File: src/rtl/scroll_scheduler.sv
// scroll_scheduler: frame-synchronous x/y scroll offsets advanced
// on vsync rising edges under RUN/PAUSE/STEP/STOP control.
module scroll_scheduler #(
  parameter int V_WRAP = 480,
  parameter int STEP_X = 1,
  parameter int STEP_Y = 1
) (
  input  logic       clk,
  input  logic       rst_n,
  input  logic       vsync,
  input  logic       cfg_wr,
  input  logic [7:0] cfg_data,
  output logic [9:0] scroll_x,
  output logic [9:0] scroll_y,
  output logic       frame_tick,
  output logic       running
);

  typedef enum logic [1:0] {
    ST_STOP  = 2'b00,
    ST_RUN   = 2'b01,
    ST_PAUSE = 2'b10,
    ST_STEP  = 2'b11
  } state_e;

  localparam logic [10:0] WRAP = 11'(V_WRAP);
  localparam logic [10:0] SY   = 11'(STEP_Y);
  localparam logic [9:0]  SX   = 10'(STEP_X);

  state_e     state_q, state_d, cmd;
  logic       q1_q, q2_q, arm_q;
  logic [2:0] pre_q, pre_d;
  logic [1:0] div_q, div_d;
  logic       dir_x_q, dir_x_d;
  logic       dir_y_q, dir_y_d;
  logic       en_y_q, en_y_d;
  logic [9:0] x_q, x_d, y_q, y_d;
  logic       tick_q, run_q, run_d;
  logic       frame_evt, do_step, pre_max;
  logic [9:0] x_step, y_step;
  logic [10:0] y_inc, y_dec;
  logic       unused_cfg;

  assign unused_cfg = cfg_data[7];
  assign cmd        = state_e'(cfg_data[1:0]);

  // arm_q records a low vsync sample since reset, so a vsync already
  // high at reset release cannot masquerade as a rising edge
  assign frame_evt = q1_q & ~q2_q & arm_q;

  always_ff @(posedge clk or negedge rst_n) begin
    if (!rst_n) begin
      state_q <= ST_STOP;
      q1_q    <= 1'b0;
      q2_q    <= 1'b0;
      arm_q   <= 1'b0;
      pre_q   <= 3'd0;
      div_q   <= 2'd0;
      dir_x_q <= 1'b0;
      dir_y_q <= 1'b0;
      en_y_q  <= 1'b0;
      x_q     <= 10'd0;
      y_q     <= 10'd0;
      tick_q  <= 1'b0;
      run_q   <= 1'b0;
    end else begin
      state_q <= state_d;
      q1_q    <= vsync;
      q2_q    <= q1_q;
      arm_q   <= arm_q | ~vsync;
      pre_q   <= pre_d;
      div_q   <= div_d;
      dir_x_q <= dir_x_d;
      dir_y_q <= dir_y_d;
      en_y_q  <= en_y_d;
      x_q     <= x_d;
      y_q     <= y_d;
      tick_q  <= frame_evt;
      run_q   <= run_d;
    end
  end

  always_comb begin
    state_d = state_q;
    if (cfg_wr) begin
      state_d = cmd;
    end else if (frame_evt && state_q == ST_STEP) begin
      state_d = ST_PAUSE;
    end
  end

  always_comb begin
    pre_max = (pre_q == ((3'd1 << div_q) - 3'd1));
    x_step  = dir_x_q ? (x_q - SX) : (x_q + SX);
    y_inc   = {1'b0, y_q} + SY;
    if (y_inc >= WRAP) y_inc = y_inc - WRAP;
    y_dec   = ({1'b0, y_q} >= SY) ? ({1'b0, y_q} - SY)
                                  : ({1'b0, y_q} + WRAP - SY);
    y_step  = y_q;
    if (en_y_q) y_step = dir_y_q ? y_dec[9:0] : y_inc[9:0];
  end

  always_comb begin
    do_step = 1'b0;
    pre_d   = pre_q;
    div_d   = div_q;
    dir_x_d = dir_x_q;
    dir_y_d = dir_y_q;
    en_y_d  = en_y_q;
    if (cfg_wr) begin
      div_d   = cfg_data[3:2];
      dir_x_d = cfg_data[4];
      dir_y_d = cfg_data[5];
      en_y_d  = cfg_data[6];
    end else if (frame_evt) begin
      case (state_q)
        ST_RUN: begin
          if (pre_max) begin
            do_step = 1'b1;
            pre_d   = 3'd0;
          end else begin
            pre_d = pre_q + 3'd1;
          end
        end
        ST_STEP: do_step = 1'b1;
        default: ;
      endcase
    end
    x_d = do_step ? x_step : x_q;
    y_d = do_step ? y_step : y_q;
    if (state_d == ST_STOP) begin
      x_d   = 10'd0;
      y_d   = 10'd0;
      pre_d = 3'd0;
    end
    run_d = (state_d == ST_RUN) || (state_d == ST_STEP);
  end

  assign scroll_x   = x_q;
  assign scroll_y   = y_q;
  assign frame_tick = tick_q;
  assign running    = run_q;

endmodule

File: config.mk
export PLATFORM = sky130hd
export DESIGN_NAME = scroll_scheduler
export DESIGN_NICKNAME = d
export VERILOG_FILES = /design/src/rtl/scroll_scheduler.sv
export SDC_FILE = /design/constraint.sdc
export NUM_CORES = 1
export LEC_CHECK = 0
export ABC_AREA = 0
export BUFFER_PORTS_ARGS = -buffer_cell sky130_fd_sc_hd__buf_2
export CAP_MARGIN = 20
export CORE_MARGIN = 2
export CORE_UTILIZATION = 35
export CTS_CLUSTER_SIZE = 24
export DETAILED_ROUTE_END_ITERATION = 10
export GPL_TIMING_DRIVEN = 0
export PLACE_DENSITY = 0.6
export SETUP_SLACK_MARGIN = 0.02
export SYNTH_ARGS = -nofsm -noshare
export SYNTH_HDL_FRONTEND = slang
export SYNTH_SLANG_ARGS = --single-unit
File: constraint.sdc
create_clock -name clk -period 2.8 [get_ports clk]
set_input_delay 0.14 -clock clk [delete_from_list [all_inputs] [get_ports clk]]
set_output_delay 0.14 -clock clk [all_outputs]
set_load 0.05 [all_outputs]
==> results.rst <==
.. list-table::
   :header-rows: 1

   * - Metric
     - Value
   * - Chip Width
     - 88.79 microns
   * - CP endpoint kind
     - flip-flop
   * - Busiest layer in global routing
     - met2
   * - Buffers inserted during post-CTS setup optimization
     - 0
   * - Cell area after synthesis
     - 2516 sq um
   * - Setup TNS
     - 0 ns
   * - Floorplan die height
     - 88.79 microns
   * - Number of antenna cells inserted
     - 0
   * - Total routing usage reported by global routing
     - 16.74%
   * - Kind of launch point of the worst setup path
     - flip-flop
   * - Number of buffer and inverter instances along the worst setup path
     - 0
   * - Count of nets left with antenna violations after detail routing
     - 0
   * - Outcome
     - complete, no violations
   * - Power density of the placed cells
     - roughly 470 nW/um^2
   * - GR Util met1
     - 22.36%
   * - Global-route wire length before repair
     - roughly 10000 microns
   * - Top cell family by delay on the critical path
     - compound AO/OA/AOI/OAI gates
   * - Pin count of the biggest net entering global routing
     - 35
   * - Proportion of synthesized chip area in sequential cells
     - 33.81%
   * - Met3 capacity usage during global routing
     - between 3 and 4%
   * - EDFF count, synth
     - 0
   * - Die area
     - 7884 sq um
   * - Number of library cell types mapped by synthesis
     - 61
   * - Number of cells in the design after placement
     - between 400 and 500
   * - Routability-driven placement congestion ratio
     - 0.8875
   * - Pin slew with the least headroom to its limit
     - just under 0.9 ns
   * - Arr. time, crit path
     - 2.76 ns
   * - Switching component of the power
     - 418.9 uW
   * - Final count of pins violating max slew
     - 0
   * - Total CTS buffers
     - 5
   * - Final setup skew
     - 0.003501 ns
   * - Clock tree root buffer cell
     - clkbuf_8
   * - Highest clock frequency the design can meet
     - 386.5 MHz
   * - Setup repair after global routing missed its margin
     - false
   * - Initial antenna violation count
     - 0
   * - Fraction of layout instances using a drive strength above 1
     - around 18%
   * - Sinks on Clock Net
     - 34
   * - Type of the worst min-delay path
     - in -> reg
   * - Remaining routing DRC violations
     - 0
   * - Slowest stage delay, CP
     - 0.49 ns
   * - Post-detailed-route via-to-cell ratio
     - roughly 5.4
   * - Final number of setup-violating endpoints
     - 0
   * - Net switching fraction of the power
     - 29.88%
   * - Portion of total power attributed to sequential cells
     - 38.8%
   * - CORE AREA
     - 6869 sq um
   * - GR met2 Demand/Resource
     - 27.61%
   * - Total overflow reported by the global router
     - 0
   * - Syn_nets
     - 323
   * - Number of buffers on the longest clock path
     - 2
   * - Dominant register cell in the synthesized netlist
     - dfrtp_1
   * - Total Power
     - ~1.4 mW
   * - Critical-path cell list
     - ha_2 -> and4_2 -> nand2_1 -> xnor2_1 -> ha_1 -> a32oi_1 -> o21ai_0 -> a221o_1 -> a22o_1
   * - Maximum resistive drop on vdd
     - 0.2520 mV
   * - Average cell area after synthesis
     - 8.501 sq um
   * - I/O pins
     - 34
   * - Post-detailed-placement half-perimeter wirelength
     - 4423 microns
   * - Area growth from synthesis to final layout
     - 17.65%
   * - Overall routed net length
     - between 6000 and 7000 microns
   * - Iter 0 DRT Violations
     - 77
   * - Internal Dissipation
     - 982.8 uW
   * - Worst relative slew slack
     - 40.20%
   * - Worst-path clk slew
     - about 0.080 ns
   * - Vias in the first global route
     - 2299
   * - Fill cell instance count of the final layout
     - between 700 and 800
   * - Worst-skew pair later-pin latency
     - 0.28 ns
   * - Count of TritonRoute iterations in the first routing pass
     - 4
   * - Crit-path slowest cell
     - dfrtp_2
   * - Max capacitance violation total
     - 0
   * - Proportion of synthesized flip-flops having asynchronous set or reset
     - 100.0%
   * - Highest fanout seen on the critical path
     - 11
   * - Clock network power share
     - just under 40%
   * - Count of input and output buffers
     - 32
   * - Crit path time final
     - 2.588 ns
   * - Crit share post-route
     - around 90%
   * - Yosys Warn Count
     - 0
   * - Leakage power summed over all cells
     - 1.314 nW
   * - Initial standard-cell utilization of the core
     - between 30 and 40%
   * - Wire per inst
     - 14.05 microns
   * - Hold Vio Cnt, Final
     - 0
   * - Number of levels in the clock H-tree
     - 2
   * - Data required time of the critical path
     - 2.98 ns
   * - Final Net Count
     - 364
   * - Cell count after synthesis
     - 296
   * - Number of vias after detailed routing
     - 2346
   * - Seq cells post-synth
     - 34
   * - Logic pwr share
     - 22.1%
   * - Non-filler instance count after layout
     - 434
   * - Rows
     - 30
   * - Path type of the worst setup path
     - reg -> reg
   * - Clock tree from TritonCTS
     - built
## logic make-up after synthesis
group	share of synthesized area, %
multiplexers	2.138
AO/OA/AOI/OAI	20.19
buffers and inverters	5.321
XOR/XNOR	4.873
adder cells (fa/ha/maj)	7.757
flip-flops	33.81
AND/OR/NAND/NOR	25.91
## what timing repair did
| action | 4_1_cts | 5_1_grt |
|---|---|---|
| hold buffers | 2 | 0 |
| hold endpoints to repair | 35 | 0 |
| endpoints found under the setup margin | 0 | 5 |
| gates resized for setup | 0 | 4 |
## sequential cells by signal (all words and copies together) (netlist names)
name	flops
arm_q	1
dir_y_q	1
pre_q	3
scroll_y	10
state_q	1
running	1
scroll_x	10
dir_x_q	1
div_q	2
q2_q	1
en_y_q	1
q1_q	1
frame_tick	1
## metrics by stage
stage,util (%),setup slack (ns),hold WS (ns),instance area [sq um]
floorplan,-,0.08870,-0.1556,2516
global placement,40.71,0.1000,0.2634,2796
detailed placement,40.71,0.08356,0.2670,2796
CTS,43.01,0.04470,0.06024,2954
global route,43.10,0.06294,0.06949,2960
finish,43.10,0.2125,0.07198,2960
## worst paths after layout
path / start / endpoint / slack, ns / cells past startpoint
max reg2reg: scroll_y[0] / scroll_y[9] / 0.21 / 9
min reg2reg: q1_q / q2_q / 0.38 / 0
max: scroll_y[0] / scroll_y[9] / 0.21 / 9
min: cfg_data[0] / running / 0.07 / 3
max in group asynchronous: rst_n / scroll_y[0] / 1.78 / 2
min in group asynchronous: rst_n / scroll_x[3] / 0.47 / 2
## power by group through the flow
stage / sequential (mW) / clock, mW / combinational (mW)
floorplan: 0.601 / 0 / 0.179
global placement: 0.552 / 0 / 0.302
detailed placement: 0.553 / 0 / 0.306
CTS: 0.543 / 0.570 / 0.310
global route: 0.549 / 0.588 / 0.345
finish: 0.544 / 0.549 / 0.309
## worst min-delay path: cells and delay by family
kind	cells	cell delay, ns
AND/OR/NAND/NOR	1	0.04
AO/OA/AOI/OAI	1	0.06
buffers and inverters	1	0.08
## layout by cell type (no fill, tap or decap), types with 4 or more instances in the layout
master	n
nand2_1	28
ha_1	13
o21ai_0	26
nor2_1	22
nor3_1	10
buf_2	34
xor2_1	7
xnor2_1	7
clkbuf_1	10
nand2b_1	6
clkbuf_8	5
dfrtp_1	32
and3_1	4
nand4_1	6
inv_1	14
nand3_1	20
a21oi_1	11
## layer usage
metal / part of all wire (%) / up-vias / wire [microns]
met2: 46 / 52 / 2832
li1: - / 1171 / -
met3: 3.9 / 4 / 235
met5: 0 / - / 0
met1: 49 / 1119 / 2990
met4: 0.67 / 0 / 41
## layout make-up
cell class / count / area (sq um) / share of cell area [%]
multi-input cells: 232 / 1535 / 51.86
flip-flops and latches: 34 / 853.3 / 28.82
repair buffers: 34 / 180.2 / 6.086
well taps: 96 / 120.1 / 4.057
plain buffers: 16 / 81.33 / 2.747
clock buffers: 5 / 68.82 / 2.325
clock inverters: 3 / 68.82 / 2.325
inverters: 14 / 52.55 / 1.775
## Yosys cell counts (all sizes together) (4+ instances only)
| master | instances | share of area, % |
|---|---|---|
| a21oi | 11 | 2.2 |
| and3 | 4 | 0.99 |
| buf | 6 | 1.7 |
| clkbuf | 10 | 1.5 |
| dfrtp | 34 | 34 |
| ha | 14 | 7.0 |
| inv | 14 | 2.1 |
| nand2 | 28 | 4.2 |
| nand2b | 6 | 1.5 |
| nand3 | 22 | 4.8 |
| nand4 | 6 | 1.5 |
| nor2 | 22 | 3.3 |
| nor3 | 10 | 2.0 |
| nor4 | 4 | 1.6 |
| o21ai | 28 | 5.6 |
| xnor2 | 7 | 2.4 |
| xor2 | 7 | 2.4 |
Note: power is estimated with default switching activity, not from simulation.
